`src/rtl/cdf_divider_seq.sv`:
```
// -----------------------------------------------------------------------------
// cdf_divider_seq
//
// Iterative divider for the histogram-equalisation remap path. For every
// accepted bin it produces
//
//   g = floor((cdf_in - cdf_min) * (2^PIX_W - 1) / (cdf_total - cdf_min))
//
// using restoring radix-2 division, one quotient bit per clock, MSB first.
// Degenerate inputs (empty range, bin at or below cdf_min, bin at or above
// cdf_total) bypass the divider and finish in a single cycle.
//
// Ports
//   clk        in   1      rising-edge clock
//   reset      in   1      asynchronous reset, active low (0 = reset)
//   cdf_min    in   CDF_W  first non-zero CDF value, sampled on accept
//   cdf_total  in   CDF_W  total pixel count, sampled on accept
//   in_valid   in   1      cdf_in valid
//   in_ready   out  1      block can accept cdf_in (IDLE only)
//   cdf_in     in   CDF_W  cumulative count for the current bin
//   out_valid  out  1      g_out valid (DONE)
//   out_ready  in   1      downstream accepts g_out
//   g_out      out  PIX_W  equalised grey level, held after handshake
//   busy       out  1      high in CALC or DONE
// -----------------------------------------------------------------------------
module cdf_divider_seq #(
  parameter int CDF_W = 16,
  parameter int PIX_W = 8
) (
  input  logic             clk,
  input  logic             reset,
  input  logic [CDF_W-1:0] cdf_min,
  input  logic [CDF_W-1:0] cdf_total,
  input  logic             in_valid,
  output logic             in_ready,
  input  logic [CDF_W-1:0] cdf_in,
  output logic             out_valid,
  input  logic             out_ready,
  output logic [PIX_W-1:0] g_out,
  output logic             busy
);

  localparam int NUM_W = CDF_W + PIX_W;
  localparam int CNT_W = $clog2(NUM_W + 1);

  localparam logic [1:0] S_IDLE = 2'd0;
  localparam logic [1:0] S_CALC = 2'd1;
  localparam logic [1:0] S_DONE = 2'd2;

  localparam logic [PIX_W-1:0] G_MAX = '1;

  // ---------------------------------------------------------------------------
  // Helper functions
  // ---------------------------------------------------------------------------

  // (d * (2^PIX_W - 1)) computed as (d << PIX_W) - d; no multiplier needed.
  function automatic logic [NUM_W-1:0] scale_num(input logic [CDF_W-1:0] d);
    logic [NUM_W-1:0] wide;
    wide = {{PIX_W{1'b0}}, d};
    return (wide << PIX_W) - wide;
  endfunction

  // One restoring-division step. The numerator occupies quo: its MSB is
  // shifted into the remainder while the new quotient bit enters at the LSB,
  // so after NUM_W steps quo holds the full quotient.
  // Returns {remainder_next, quo_next}.
  function automatic logic [CDF_W+NUM_W:0] div_step(
    input logic [CDF_W:0]   rem,
    input logic [NUM_W-1:0] quo,
    input logic [CDF_W-1:0] den
  );
    logic [CDF_W:0] sh;
    sh = {rem[CDF_W-1:0], quo[NUM_W-1]};
    if (sh >= {1'b0, den}) begin
      return {sh - {1'b0, den}, quo[NUM_W-2:0], 1'b1};
    end
    return {sh, quo[NUM_W-2:0], 1'b0};
  endfunction

  // The quotient cannot exceed 2^PIX_W - 1 for in-range inputs, but clamp
  // rather than wrap if an upper bit ever appears.
  function automatic logic [PIX_W-1:0] sat_quo(input logic [NUM_W-1:0] q);
    if (|q[NUM_W-1:PIX_W]) begin
      return G_MAX;
    end
    return q[PIX_W-1:0];
  endfunction

  // ---------------------------------------------------------------------------
  // State and datapath registers
  // ---------------------------------------------------------------------------
  logic [1:0]       state;
  logic [CDF_W-1:0] den_q;
  logic [CDF_W:0]   rem_q;
  logic [NUM_W-1:0] quo_q;
  logic [CNT_W-1:0] cnt_q;   // division steps still to perform
  logic [PIX_W-1:0] g_q;

  // ---------------------------------------------------------------------------
  // Accept-time decode
  // ---------------------------------------------------------------------------
  logic             accept;
  logic [CDF_W-1:0] den_in;
  logic [NUM_W-1:0] num_in;
  logic             sp_zero;
  logic             sp_sat;

  assign accept = (state == S_IDLE) && in_valid;
  assign den_in = cdf_total - cdf_min;
  // Wraps when cdf_in < cdf_min, but that case never reaches the divider.
  assign num_in = scale_num(cdf_in - cdf_min);

  // Empty or inverted range and bins at/below cdf_min all map to black;
  // only then do bins at/above cdf_total saturate to white.
  assign sp_zero = (den_in == '0) || (cdf_min > cdf_total) || (cdf_in <= cdf_min);
  assign sp_sat  = !sp_zero && (cdf_in >= cdf_total);

  // ---------------------------------------------------------------------------
  // Shared division step. The first step runs on the accept edge straight
  // from the port values, the remaining NUM_W-1 steps run in CALC from the
  // captured registers.
  // ---------------------------------------------------------------------------
  logic [CDF_W:0]   step_rem;
  logic [NUM_W-1:0] step_quo;
  logic [CDF_W-1:0] step_den;
  logic [CDF_W:0]   rem_nx;
  logic [NUM_W-1:0] quo_nx;

  always_comb begin
    step_rem = '0;
    step_quo = num_in;
    step_den = den_in;
    if (state == S_CALC) begin
      step_rem = rem_q;
      step_quo = quo_q;
      step_den = den_q;
    end
    {rem_nx, quo_nx} = div_step(step_rem, step_quo, step_den);
  end

  // ---------------------------------------------------------------------------
  // Control FSM and datapath update
  // ---------------------------------------------------------------------------
  always_ff @(posedge clk or negedge reset) begin
    if (!reset) begin
      state <= S_IDLE;
      den_q <= '0;
      rem_q <= '0;
      quo_q <= '0;
      cnt_q <= '0;
      g_q   <= '0;
    end else begin
      case (state)
        S_IDLE: begin
          if (accept) begin
            if (sp_zero) begin
              g_q   <= '0;
              state <= S_DONE;
            end else if (sp_sat) begin
              g_q   <= G_MAX;
              state <= S_DONE;
            end else begin
              den_q <= den_in;
              rem_q <= rem_nx;
              quo_q <= quo_nx;
              cnt_q <= CNT_W'(NUM_W - 1);
              state <= S_CALC;
            end
          end
        end

        S_CALC: begin
          rem_q <= rem_nx;
          quo_q <= quo_nx;
          cnt_q <= cnt_q - CNT_W'(1);
          // Last step: the counter reaches zero as the result is registered.
          if (cnt_q == CNT_W'(1)) begin
            g_q   <= sat_quo(quo_nx);
            state <= S_DONE;
          end
        end

        S_DONE: begin
          if (out_ready) begin
            state <= S_IDLE;
          end
        end

        default: begin
          state <= S_IDLE;
        end
      endcase
    end
  end

  // ---------------------------------------------------------------------------
  // Outputs (decoded from registered state so they clear as soon as reset
  // asserts)
  // ---------------------------------------------------------------------------
  assign in_ready  = (state == S_IDLE);
  assign out_valid = (state == S_DONE);
  assign busy      = (state == S_CALC) || (state == S_DONE);
  assign g_out     = g_q;

endmodule

```
`config.mk`:
```
export PLATFORM = sky130hd
export DESIGN_NAME = cdf_divider_seq
export DESIGN_NICKNAME = d
export VERILOG_FILES = /design/src/rtl/cdf_divider_seq.sv
export SDC_FILE = /design/constraint.sdc
export NUM_CORES = 1
export LEC_CHECK = 0
export CORE_MARGIN = 5
export CORE_UTILIZATION = 40
export CTS_BUF_LIST = sky130_fd_sc_hd__clkbuf_8 sky130_fd_sc_hd__clkbuf_16
export DETAILED_ROUTE_END_ITERATION = 8
export PLACE_DENSITY_LB_ADDON = 0.12
export SLEW_MARGIN = 0
export SYNTH_ARGS = -nofsm -noshare
export SYNTH_HDL_FRONTEND = slang
export SYNTH_SLANG_ARGS = --single-unit
export TNS_END_PERCENT = 50
```
`constraint.sdc`:
```
create_clock -name clk -period 4.3 [get_ports clk]
set_input_delay 0.86 -clock clk [delete_from_list [all_inputs] [get_ports clk]]
set_output_delay 0.86 -clock clk [all_outputs]
set_load 0.05 [all_outputs]
```
==> results of run 1 <==
==> metrics by stage <==
stage	setup TNS [ps]	total power (W)
6_report	-34530	0.00533
5_1_grt	-43030	0.00569
4_1_cts	-37200	0.00506
3_5_place_dp	-99670	0.00396
3_3_place_gp	-95920	0.00392
2_1_floorplan	-39450	0.00283
==> registers in the layout, summed over array words and instances (netlist names) <==
register / cells
g_out: 8
rem_q: 16
den_q: 16
state: 2
quo_q: 24
cnt_q: 5
==> power groups by stage <==
stage | Clock, W | Combinational (W) | Sequential (W)
final | 0.000888 | 0.00321 | 0.00123
after floorplan | 0 | 0.00155 | 0.00128
after CTS | 0.000903 | 0.00294 | 0.00121
after global routing | 0.000932 | 0.00349 | 0.00127
after detailed placement | 0 | 0.00275 | 0.00121
after global placement | 0 | 0.00273 | 0.00120
==> layer usage <==
metal  GRT usage, %  vias to the layer above  wire length, µm
met4           6.10                        2              404
met5              0                        -               11
met3           3.16                       26              720
li1               -                     4077                -
met1           29.6                     3785            11600
met2           37.0                      124            12100
==> Yosys cell counts, drive strengths merged (6+ instances only) <==
| cell type | instances | area [µm²] |
|---|---|---|
| a211oi | 11 | 87.6 |
| a21o | 16 | 128 |
| a21oi | 89 | 472 |
| a31oi | 6 | 37.5 |
| and2 | 28 | 178 |
| and3 | 6 | 37.5 |
| buf | 13 | 110 |
| clkbuf | 19 | 71.3 |
| dfrtp | 71 | 1780 |
| ha | 75 | 938 |
| inv | 61 | 229 |
| mux2 | 15 | 169 |
| mux2i | 30 | 300 |
| nand2 | 75 | 284 |
| nand2b | 10 | 62.6 |
| nand3 | 12 | 65.1 |
| nand4 | 9 | 62.6 |
| nor2 | 83 | 314 |
| nor2b | 13 | 81.3 |
| nor3 | 16 | 80.1 |
| nor4 | 21 | 153 |
| o211ai | 12 | 104 |
| o21a | 11 | 82.6 |
| o21ai | 60 | 330 |
| o31ai | 9 | 72.6 |
| or2 | 10 | 62.6 |
| or3 | 7 | 43.8 |
| or4 | 6 | 56.3 |
| xnor2 | 27 | 244 |
| xor2 | 20 | 175 |
==> cell type report <==
class / instances / area (µm²) / area share [%]
inverter: 61 / 244 / 2.03
tap: 234 / 293 / 2.44
timing repair buffer: 375 / 3130 / 26.0
sequential: 71 / 1780 / 14.8
multi-input combinational: 755 / 6220 / 51.8
clock inverter: 7 / 128 / 1.06
clock buffer: 9 / 225 / 1.87
==> cells by family (layout without fill, tap and decap cells) <==
group,Yosys count,count (layout),synth area share [%]
buffers and inverters,93,452,5.42
xor gates and xnor gates,47,47,5.54
adders and majority gates,79,79,13.3
DFF,71,71,23.5
AOI/OAI and AO/OA,278,278,25.4
muxes,45,45,6.20
and+or+nand+nor,306,306,20.6
==> tightest hold or removal path, stage by stage, from the launching register on <==
cell and delay (ps):
dfrtp_1 350, nand2_1 50, o21ai_0 50
==> worst min path at each step <==
| stage | endpoint | slack, ps | cells after the start |
|---|---|---|---|
| final | den_q[0]$_DFFE_PN0P_ | 480 | 2 |
| after global routing | g_out[3]$_DFFE_PN0P_ | 510 | 2 |
| after CTS | den_q[0]$_DFFE_PN0P_ | 480 | 2 |
| after detailed placement | den_q[0]$_DFFE_PN0P_ | 470 | 2 |
| after global placement | den_q[0]$_DFFE_PN0P_ | 460 | 2 |
| after floorplan | den_q[4]$_DFFE_PN0P_ | 450 | 2 |
==> what timing repair did <==
action | CTS | global route
cloned | 1 | 2
pin swaps | 52 | 85
setup buffers | 22 | 24
setup endpoints to repair | 71 | 70
resized for setup | 137 | 114
==> key figures, run 1 <==
Finish
  – Most frequent cells in the layout: buf_4, a21oi_1, nor2_1, dfrtp_1, nand2_1
  – Commonest non-fill, non-tap cell in the layout: buf_4
  – # fillers: 1,591
  – Post-route insts no fill: about 1,500
  – Area Growth Syn to Fin: 58.8%
  – Layout Utilization: 64.5%
  – Layout cells sized above 1: 40.5%
  – Final Cell Area: 0.0120 mm²
  – Final net count: 1,403
  – Ant. Diodes: 0

Clocking
  – Clock tree sinks: 71
  – H-tree Lvls: 3
  – CTS tree: done
  – Num CTS Buffers: 9
  – Worst skew pair latency: 340 ps
  – Root Driver: clkbuf_16
  – Clock Path Buffers: 2
  – Hold-fix buffers, CTS: 0
  – Worst-path clk slew: 60 ps

Timing
  – Final Hold Viols: 0
  – Crit share post-route: 139%
  – Least-Margin Pin Slew: between 900 and 1000 ps
  – Headroom to the max-slew limit: between 30 and 40%
  – Tmin final: 5980 ps
  – Setup violations, final: 37
  – F_max: roughly 0.17 GHz
  – Worst setup margin: -1680 ps
  – Slew Limit Fails: 0
  – Final Skew: between 10 and 15 ps
  – WHS: 479 ps
  – RSZ-0062 raised after global routing: true

Flow run
  – MaxCap Viol Count: 0

Power and ir drop
  – Lkg Pwr: 5.71 nW
  – Internal power: 0.00315 W
  – Register share of total power: between 20% and 30%
  – Sw Ratio: about two fifths
  – Logic pwr share: 60.2%
  – Switch Pwr: 0.00218 W
  – Pwr/cell area: about 440 mW/mm²
  – Worst VDD drop: 0.211 mV
  – Clock power frac: 16.7%

Die
  – # IOs: 63
  – Die extent in x: 148 µm
  – Core Area: 0.0186 mm²
  – Die area: roughly 0.022 mm²
  – Std cell rows: 50
  – Initial core utilization: 40.6%
  – Die Span Y: between 100 and 150 µm

Routing
  – Routed wire length: between 20,000 and 25,000 µm
  – Via density: 5.30
  – Routed len/inst: between 15 and 20 µm
  – Final ANT Viol Nets: 0
  – Iteration-0 DRC Markers: 316
  – DR pass1 iterations: 4
  – DRC viols: 0
  – Total vias in the final route: 8,014

Global route
  – Global-route wire length before repair: ~40,000 µm
  – Initial antenna violation count: 1
  – Largest net degree at the start of global routing: 72
  – Vias in the first global route: around 7,900
  – Total GRT Usage: a little over a fifth
  – Grt total ovfl: 0

Yosys
  – Seq cells post-synth: 71
  – Netlist area before placement: 0.00757 mm²
  – Ys async rst share: 100%
  – Syn Nets: 1,049
  – Syn avg cell area: 8.23 µm²
  – Synth Warn #: 0
  – Ys flop type: dfrtp_1
  – Number of synthesized flops with an enable pin: 0
  – Cells after Synth: between 900 and 1,000
  – Sequential cell area fraction in the yosys report: 23.5%
  – Netlist cell types: 92

Critical path
  – Critical path endpoint: rem_q[0]$_DFFE_PN0P_
  – Crit path buffers/inverters: 4
  – Reg-to-Reg Start: state[1]$_DFFE_PN0P_
  – CP required: between 4000 and 5000 ps
  – R2R depth: 18
  – Critical path data arrival time: roughly 6200 ps
  – CP endpoint kind: flop
  – Cell family with the largest share of critical-path delay: compound AO/OA/AOI/OAI gates
  – Crit path kind: in2reg
  – Crit path launch type: primary input
  – Levels on crit path: 30
  – CP startpoint: cdf_min[1]
  – Crit-path max cell delay: roughly 400 ps
  – Slowest cell on crit path: fa_2
  – Worst-path maximum fanout: 6
  – Worst R2R Setup Slack: between 400 and 500 ps
  – R2r endpoint: rem_q[0]$_DFFE_PN0P_
  – Most frequent CP cell: buf_4

Placed design
  – Buffers added on ports: 62
  – HPWL Detailed: 18,900 µm
  – Post-DP Area: between 0.01 and 0.015 mm²
  – Final Wtd Congestion: 0.907
  – Pre-CTS setup slack: -2840 ps
  – Placed cells: 1,450

Hold path
  – Hold Crit Start: den_q[0]$_DFFE_PN0P_
  – Hold WC Path Type: reg2reg

Outcome
  – Status: finished, violations left
  – Failing checks: negative setup slack
No activity file was read; power rests on OpenSTA's default activity.
==> run 2: changes to the inputs <==
Settings changed: CORE_MARGIN 5 to 2.
Clock period 4.3 ns to 5.65 ns, I/O delays scaled along.
==> key figures, run 2 (same netlist as run 1, synthesis figures left out) <==
Outcome
  – Status: finished, violations left
  – Failing checks: negative setup slack

Finish
  – Area Growth Syn to Fin: 46.3%
  – Most frequent cells in the layout: buf_4, nor2_1, a21oi_1, dfrtp_1, nand2_1
  – Ant. Diodes: 0 (unchanged)
  – Commonest non-fill, non-tap cell in the layout: buf_4
  – # fillers: 1,680 (+5.6%)
  – Reg area: 0.00178 mm² (unchanged)
  – Top reg by flops: quo_q
  – Final net count: 1,343 (-4.3%)
  – Leading registers by flop count: quo_q: 24 flops, den_q: 16 flops, rem_q: 16 flops
  – Multi-input logic area: 0.00593 mm² (-4.7%)
  – Layout cells sized above 1: 34.3% (-6.2 points)
  – Number of flip-flops in the largest register: 24 (unchanged)

Timing
  – F_max: ~0.16 GHz
  – Tmin final: 6310 ps
  – Least-Margin Pin Slew: 930 ps (-9.99 ps)
  – Slew Limit Fails: 0 (unchanged)
  – Final Skew: 7.03 ps (-3.60 ps)
  – Setup violations, final: 18 (-51%)
  – Headroom to the max-slew limit: 38.0% (+0.67 points)
  – Worst setup margin: -661 ps (+1010 ps)
  – Crit share post-route: 112%
  – RSZ-0062 raised after global routing: true
  – Final Hold Viols: 0 (unchanged)
  – Sum of negative setup slack: -11,210 ps (+23,320 ps)

Die
  – Core Area: 0.0186 mm² (unchanged)
  – Std cell rows: 50 (unchanged)
  – Initial core utilization: 40.6% (unchanged)
  – # IOs: 63 (unchanged)
  – Die Span Y: 142 µm (-4.1%)
  – Die area: 0.0200 mm² (-8.0%)
  – Die extent in x: 142 µm (-4.1%)

Power and ir drop
  – Total power: 0.00365 W (-31%)
  – Worst VDD drop: 0.153 mV (-28%)
  – Register share of total power: 25.0% (+1.9 points)
  – Pwr/cell area: 330 mW/mm² (-26%)
  – Switch Pwr: 0.00153 W (-30%)
  – Internal power: 0.00212 W (-33%)
  – Lkg Pwr: 5.15 nW (-9.8%)
  – Sw Ratio: 41.9% (+0.96 points)
  – Logic pwr share: 59.3% (-0.9 points)
  – Clock power frac: 15.7% (-1.0 points)

Global route
  – Global-route wire length before repair: 37,300 µm (-5.3%)
  – Total GRT Usage: 23.1% (+1.1 points)
  – Grt total ovfl: 0 (unchanged)
  – Vias in the first global route: 7,361 (-6.9%)
  – Largest net degree at the start of global routing: 72 (unchanged)
  – Initial antenna violation count: 0 (-1)

Hold path
  – Hold depth: 2 (unchanged)
  – Hold WC Path Type: reg2reg
  – Hold Crit Start: den_q[10]$_DFFE_PN0P_
  – Hold Path End: den_q[10]$_DFFE_PN0P_

Routing
  – Met3 Routed Length: 678 µm (-5.8%)
  – Final ANT Viol Nets: 0 (unchanged)
  – DR pass1 iterations: 5 (+1)
  – Routed wire length: 23,300 µm (-6.1%)
  – Iteration-0 DRC Markers: 361 (+14%)
  – Via density: 5.34 (+0.75%)
  – DRC viols: 0 (unchanged)
  – M1 wire length: 11,300 µm (-3.0%)
  – Highest Signal Layer: met4
  – WL met2: 11,000 µm (-9.1%)
  – Routed len/inst: 16.1 µm (-2.1%)
  – Total vias in the final route: 7,748 (-3.3%)

Clocking
  – Hold-fix buffers, CTS: 0 (unchanged)
  – Clock tree sinks: 71 (unchanged)
  – H-tree Lvls: 3 (unchanged)
  – CTS tree: done
  – Worst skew pair latency: 340 ps (about the same)
  – Num CTS Buffers: 9 (unchanged)
  – Clock Path Buffers: 2 (unchanged)
  – Root Driver: clkbuf_16
  – Worst-path clk slew: 60 ps (about the same)

Critical path
  – R2r endpoint: rem_q[6]$_DFFE_PN0P_
  – Crit path buffers/inverters: 4 (unchanged)
  – Critical path data arrival time: 6540 ps (+340 ps)
  – Cell family with the largest share of critical-path delay: compound AO/OA/AOI/OAI gates
  – Worst-path maximum fanout: 7 (+1)
  – CP required: 5880 ps (+1360 ps)
  – Slowest cell on crit path: clkdlybuf4s50_1
  – Most frequent CP cell: a21o_1
  – Worst R2R Setup Slack: 1590 ps (+1170 ps)
  – R2R depth: 18 (unchanged)
  – Reg-to-Reg Start: state[1]$_DFFE_PN0P_
  – Crit path launch type: primary input
  – Crit-path max cell delay: 520 ps (+110 ps)
  – Crit path kind: in2reg
  – CP endpoint kind: flop

Placed design
  – HPWL Detailed: 18,000 µm (-4.7%)
  – Buffers added on ports: 62 (unchanged)
  – Final Wtd Congestion: 0.893 (-1.5%)

Flow run
  – MaxCap Viol Count: 0 (unchanged)
run 2: changes by cell type in the layout (fill, tap and decap cells not counted), sizes merged:
cell / change
bufinv: -2
clkdlybuf4s15: -2
clkinvlp: +1
inv: -1
clkdlybuf4s50: +11
clkinv: +1
buf: -59
dlymetal6s2s: -9
clkbuf: -1
run 2: per-stage QoR:
step | hold WS, ps | instances | utilization [%] | area, µm² | worst slack [ps]
final | 480 | 1451 | 59.4 | 11100 | -661
after global routing | 508 | 1451 | 59.4 | 11100 | -927
after CTS | 484 | 1440 | 58.2 | 10800 | -835
after detailed placement | 471 | 1381 | 53.5 | 9980 | -1750
after global placement | 463 | 1381 | 53.5 | 9980 | -1590
after floorplan | 449 | 919 | - | 7700 | -1010
run 2: how the worst max path moves through the flow:
stage	start	endpoint	depth (start not counted)	slack, ps
CTS	cdf_min[3]	rem_q[5]$_DFFE_PN0P_	31	-830
global placement	cdf_min[3]	rem_q[1]$_DFFE_PN0P_	31	-1590
global route	cdf_min[10]	rem_q[4]$_DFFE_PN0P_	29	-930
finish	cdf_min[10]	rem_q[6]$_DFFE_PN0P_	29	-660
floorplan	cdf_min[3]	rem_q[8]$_DFFE_PN0P_	30	-1010
detailed placement	cdf_min[3]	rem_q[1]$_DFFE_PN0P_	31	-1750
run 2: area by class of cell:
cell class,instances,share of cell area (%)
inverter,61,2.18
clock buffer,9,2.03
clock inverter,6,0.576
sequential,71,16.1
tap,234,2.64
multi-input combinational,755,53.6
timing repair buffer,315,22.9
run 2: tightest hold or removal path: stages (launching register included):
cell	delay [ps]
dfrtp_1	340
nand2_1	40
o21ai_0	60
run 2: power groups by stage:
stage	registers, W	logic (W)	clock network [W]
final	0.000914	0.00217	0.000573
after CTS	0.000912	0.00210	0.000581
after global placement	0.000912	0.00199	0
after floorplan	0.000975	0.00118	0
after global routing	0.000944	0.00236	0.000602
after detailed placement	0.000918	0.00201	0
run 2: repair_timing:
item	in CTS	in global routing
setup buffers	44	11
hold endpoints to repair	0	0
pin swaps	51	48
resized for setup	99	53
setup endpoints to repair	18	25
run 2: per-layer routing:
layer  GRT usage [%]  vias to the layer above
met1            31.8                     3610
met5               0                        -
met2            38.6                      142
li1                -                     3968
met4            6.21                        0
met3            2.63                       28
==> run 3: changes to the inputs <==
Settings changed: CTS_CLUSTER_DIAMETER from default to 50.
==> results of run 3 <==
No change in the layout: final DEF, timing and power equal those of run 2.
==> edit 1: new RTL, config.mk and constraints of run 1 <==
Change the parameter `CDF_W` from 16 to 8.
--- a/src/rtl/cdf_divider_seq.sv
+++ b/src/rtl/cdf_divider_seq.sv
@@ -26,3 +26,3 @@
 module cdf_divider_seq #(
-  parameter int CDF_W = 16,
+  parameter int CDF_W = 8,
   parameter int PIX_W = 8
Ports: changed (resized cdf_in, cdf_min and cdf_total); port bits go from 63 to 39. No check against the original RTL was run, so the function may have changed too.
==> edit 1 against run 1 <==
Cell area decreased by 53%; via count is 51% lower; sequential cell count is 24 lower; register-to-register slack better by 0.44 ns; synthesized area decreased by 47%; fmax is 47% higher; wire length decreased by 55%; power decreased by 58%; setup slack better by 1.9 ns.
==> edit 1: results (changes against run 1) <==
Final layout
  – Largest register FFs: 16 (was 24)
  – Filler instances: 916 (was 1591)
  – Final Non-Filler Cells: 736 (was 1512)
  – Layout cells sized above 1: 0.282 (was 0.405)

Global route
  – Met2 Track Usage GR: 0.356 (was 0.370)
  – Initial antenna violation count: 0 (was 1)
  – Vias in the first global route: 3982 (was 7910)
  – Met1 usage: 0.255 (was 0.296)

Placed design
  – PortBufs: 38 (was 62)
  – Detailed placement HPWL: 8890 µm (was 18900 µm)
  – RD Place Congestion: 0.889 (was 0.907)
  – Placed cells: 718 (was 1450)
  – DP Area: 5160 µm² (was 10500 µm²)

STA
  – Relative slew slack: 0.283 (was 0.373)

Clock tree
  – Num CTS Buffers: 5 (was 9)
  – Clock Latency Late Sink: 0.32 ns (was 0.34 ns)
  – Register clock-pin slew on the reported worst setup and hold paths: 0.10 ns (was 0.06 ns)
  – CTS root buf: clkbuf_8 (was clkbuf_16)

Drt
  – DR iter-0 viols: 151 (was 316)
  – Routed via count: 3924 (was 8014)
  – Wirelength, routed: 11200 µm (was 24800 µm)

Yosys
  – Most instantiated cells after synthesis: 57 x nor2_1, 47 x dfrtp_1, 39 x ha_1 (was 84 x a21oi_1, 82 x nor2_1, 75 x ha_1)
  – Post-Synthesis Mean Instance Area: 8.42 µm² (was 8.23 µm²)

Setup path
  – Worst Path Arrival: 4.30 ns (was 6.20 ns)
  – Worst reg2reg path depth: 15 (was 18)

Power and ir drop
  – Max rail drop VDD: 0.238 mV (was 0.211 mV)
  – LEAKAGE: 2.56 nW (was 5.71 nW)

Min path
  – Endpoint, Worst Hold: g_out[4] (was den_q[0])

Status
  – Status: completed (was finished with violations)
-- edit 1: changes by cell type in the layout (fill, tap and decap cells not counted), moves of 23 or more --
| cell | change |
|---|---|
| a21oi_1 | -43 |
| buf_4 | -197 |
| dfrtp_1 | -24 |
| ha_1 | -23 |
| mux2i_1 | -25 |
| nand2_1 | -28 |
-- edit 1: how the worst max path moves through the flow --
| stage | start | depth (start not counted) | endpoint | slack (ns) |
|---|---|---|---|---|
| finish | cdf_min[6] | 19 | rem_q[0] | 0.25 |
| global route | cdf_in[1] | 21 | rem_q[2] | -0.03 |
| CTS | cdf_total[0] | 20 | rem_q[5] | 0.005 |
| detailed placement | cdf_min[1] | 21 | rem_q[0] | -0.63 |
| global placement | cdf_min[1] | 21 | rem_q[0] | -0.49 |
| floorplan | cdf_in[0] | 19 | rem_q[4] | 0.09 |
-- edit 1: where the power goes --
part | switching [W] | internal [W] | total (W)
combinational | 0.000656 | 0.000545 | 0.00120
sequential | 0.000130 | 0.000632 | 0.000762
clock | 0.000169 | 0.000117 | 0.000286
-- edit 1: per-layer routing --
layer | vias to the layer above | wire length, µm
li1 | 1963 | -
met1 | 1883 | 5050
met2 | 67 | 5680
met3 | 11 | 282
met4 | 0 | 195
met5 | - | 0
-- edit 1: repair_timing --
item	CTS	global route
setup endpoints to repair	9	16
gates resized for setup	37	35
gates cloned	1	0
buffers inserted	8	1
pin swaps	19	23
-- edit 1: critical path, cell delays in order --
cell,delay [ns]
clkdlybuf4s50_1,0.45
inv_1,0.07
ha_1,0.37
o21ai_1,0.12
a31oi_1,0.06
nor2_1,0.20
xor2_2,0.24
a21oi_2,0.08
o21bai_1,0.14
ha_2,0.20
nor2b_1,0.05
o21ai_2,0.14
a21oi_2,0.08
o31a_1,0.29
o41ai_4,0.36
buf_12,0.17
mux2i_1,0.18
o21ai_0,0.10
o21ai_1,0.13
-- edit 1: kinds of logic after synthesis --
kind of cell	count (synthesis)	synth area share
AO/OA/AOI/OAI	139	0.239
XOR/XNOR	15	0.0346
adder cells (fa/ha/maj)	42	0.136
buffers and inverters	54	0.0570
flip-flops	47	0.293
multiplexers	14	0.0377
AND/OR/NAND/NOR	166	0.203
-- edit 1: area by class of cell --
cell class	instances	area (µm²)	area share
Inverter	37	139	0.0248
Sequential cell	47	1180	0.210
Tap cell	133	166	0.0298
Multi-Input combinational cell	376	2860	0.512
Clock inverter	3	25.0	0.00448
Timing Repair Buffer	135	1150	0.206
Clock buffer	5	68.8	0.0123
-- edit 1: per-stage QoR --
stage	hold slack (ns)	setup WS (ns)	total power, W
2_1_floorplan	0.449	0.0948	0.00149
3_3_place_gp	0.468	-0.491	0.00189
3_5_place_dp	0.473	-0.626	0.00191
4_1_cts	0.499	0.00535	0.00224
5_1_grt	0.511	-0.0315	0.00242
6_report	0.495	0.247	0.00225
==> edit 2: new RTL, settings of run 1 <==
Without the edit above. Make the reset (`reset`) synchronous in one clocked block. Comments in the files are not updated.
--- a/src/rtl/cdf_divider_seq.sv
+++ b/src/rtl/cdf_divider_seq.sv
@@ -143,3 +143,3 @@
   // ---------------------------------------------------------------------------
-  always_ff @(posedge clk or negedge reset) begin
+  always_ff @(posedge clk) begin
     if (!reset) begin
Function: differs if reset is asserted again (counterexample within 4 cycles, from zero or initial values and one cycle with reset low); with reset held inactive, the same outputs for 10 cycles.
==> edit 2 against run 1 <==
The flow still finishes with violations (setup timing); sequential cell count unchanged; worst hold slack got worse by 0.010 ns; synthesized area decreased by 7.5%; sequential share of layout area decreased by 2.4 points; power decreased by 38%; cell area decreased by 4.5%; utilization increased by 2.1 points; setup slack got worse by 0.23 ns; wire length decreased by 3.6%; critical path type unchanged; largest cell class unchanged.
==> edit 2: results (changes against run 1) <==
Status
  – Status: finished with violations (unchanged)
  – Failing checks: setup timing (unchanged)

Yosys
  – Post-synthesis net count: 1054 (was 1049)
  – Distinct cell type count of the synthesized netlist: 78 (was 92)
  – Most instantiated cells after synthesis: 98 x nor2_1, 75 x ha_1, 72 x nand2_1 (was 84 x a21oi_1, 82 x nor2_1, 75 x ha_1)
  – Post-Synthesis Cells: 924 (was 919)
  – Commonest register cell after synthesis: dfxtp_1 (was dfrtp_1)
  – Adder-Cell Fraction of Synth Area: 0.144 (was 0.133)
  – Post-synthesis mux area share: 0.0458 (was 0.0620)
  – Top cells by area, synth: dfxtp_1 20%, ha_1 13%, nor2_1 5.3%, a21oi_1 4.6%, mux2i_1 4.6% (was dfrtp_1 23%, ha_1 12%, a21oi_1 5.6%, nor2_1 4.1%, mux2i_1 4.0%)
  – Synth warn: 0 (unchanged)
  – Ys async rst share: 0 (was 1.00)
  – Post-synthesis sequential area ratio: 0.203 (was 0.235)
  – Synth Area in XOR/XNOR: 0.0649 (was 0.0554)
  – Synth Area in Compound Gates: 0.253 (was 0.254)

Setup path
  – Critical path fanouts, max: 3 (was 6)
  – Worst Path Arrival: 6.41 ns (was 6.20 ns)
  – Worst Setup SP: cdf_in[0] (was cdf_min[1])
  – CP max stage delay: 0.36 ns (was 0.41 ns)
  – Worst R2R End: rem_q[14] (was rem_q[0])
  – RR Startpoint: state[1] (unchanged)
  – Worst reg2reg path depth: 20 (was 18)
  – Worst R2R Setup Slack: 0.51 ns (was 0.42 ns)

Drt
  – Wirelength, routed: 23900 µm (was 24800 µm)
  – DR iter-0 viols: 365 (was 316)
  – Drt wl/cell: 15.7 µm (was 16.4 µm)
  – Vias per inst: 5.25 (was 5.30)
  – Router iterations before antenna repair: 5 (was 4)

Power and ir drop
  – Max rail drop VDD: 0.166 mV (was 0.211 mV)
  – LEAKAGE: 5.24 nW (was 5.71 nW)

Clock tree
  – Register clock-pin slew on the reported worst setup and hold paths: 0.06 ns (about the same)
  – CTS max path bufs: 2 (unchanged)

Final layout
  – Final nets: 1422 (was 1403)
  – Filler instances: 1461 (was 1591)
  – Layout cells sized above 1: 0.390 (was 0.405)

Placed design
  – RD Place Congestion: 0.921 (was 0.907)
  – PortBufs: 62 (unchanged)
  – Detailed placement HPWL: 17400 µm (was 18900 µm)

Global route
  – First-pass GRT wire length: 38400 µm (was 39400 µm)
  – Gr usage total: 0.231 (was 0.220)
  – Largest net degree at the start of global routing: 62 (was 72)
  – Initial antenna violation count: 0 (was 1)
  – Vias in the first global route: 7979 (was 7910)

STA
  – Setup WS post-layout: -1.90 ns (was -1.68 ns)
  – Worst slew pin tran: 0.632 ns (was 0.940 ns)
  – Skew final: 0.00724 ns (was 0.0106 ns)
  – Final-report setup violation count: 25 (was 37)
## edit 2: cell count changes in the layout (fill, tap and decap cells not counted), moves of 16 or more
| cell | change |
|---|---|
| nand3_1 | +17 |
| dfxtp_1 | +71 |
| nor2_1 | +16 |
| a21oi_1 | -19 |
| dfrtp_1 | -71 |
## edit 2: worst min path at each step
stage,start,endpoint,slack (ns),cells after the start
finish,quo_q[14],quo_q[14],0.47,2
global route,quo_q[8],quo_q[8],0.48,2
CTS,quo_q[14],quo_q[14],0.47,2
detailed placement,quo_q[14],quo_q[14],0.46,2
global placement,quo_q[14],quo_q[14],0.45,2
floorplan,quo_q[14],quo_q[14],0.44,2
## edit 2: layout make-up
class | instances | share of cell area
multi-input cells | 756 | 0.520
repair buffers | 388 | 0.282
flip-flops and latches | 71 | 0.124
well taps | 225 | 0.0245
inverters | 66 | 0.0236
clock buffers | 9 | 0.0196
clock inverters | 7 | 0.00643
## edit 2: worst min-delay path: stages (launching register included)
cell and delay, ns:
dfxtp_1 0.32, nand2_1 0.06, a21oi_1 0.05
## edit 2: metal layers
layer | up-vias | wire [µm] | global-route usage
met3 | 28 | 821 | 0.0302
met4 | 0 | 441 | 0.0685
met1 | 3705 | 10900 | 0.296
li1 | 4102 | - | -
met2 | 156 | 11800 | 0.406
met5 | - | 0 | 0
## edit 2: repair_timing
action | 4_1_cts | 5_1_grt
gates cloned | 4 | 0
pin swaps | 54 | 63
setup buffers | 76 | 19
resized for setup | 150 | 113
endpoints found under the setup margin | 71 | 71
## edit 2: power breakdown
group / leakage, nW / internal (W) / total, W / switching, W
combinational: 4.52 / 0.000949 / 0.00185 / 0.000905
sequential: 0.574 / 0.000691 / 0.000711 / 0.0000204
clock: 0.151 / 0.000451 / 0.000743 / 0.000292
total: 5.24 / 0.00209 / 0.00331 / 0.00122
## edit 2: logic make-up after synthesis
| group | Yosys count |
|---|---|
| compound gates | 264 |
| mux | 32 |
| buf+inv | 99 |
| fa+ha+maj | 79 |
| simple gates | 328 |
| xor+xnor | 51 |
| flops | 71 |
## edit 2: stage by stage
stage | cell area, µm² | worst slack [ns] | hold slack (ns) | setup TNS (ns)
finish | 11500 | -1.90 | 0.469 | -34.27
CTS | 11000 | -1.80 | 0.467 | -88.91
floorplan | 7160 | -1.97 | 0.439 | -40.02
detailed placement | 9820 | -2.74 | 0.458 | -92.33
global placement | 9820 | -2.62 | 0.454 | -88.42
global route | 11500 | -2.27 | 0.481 | -43.12
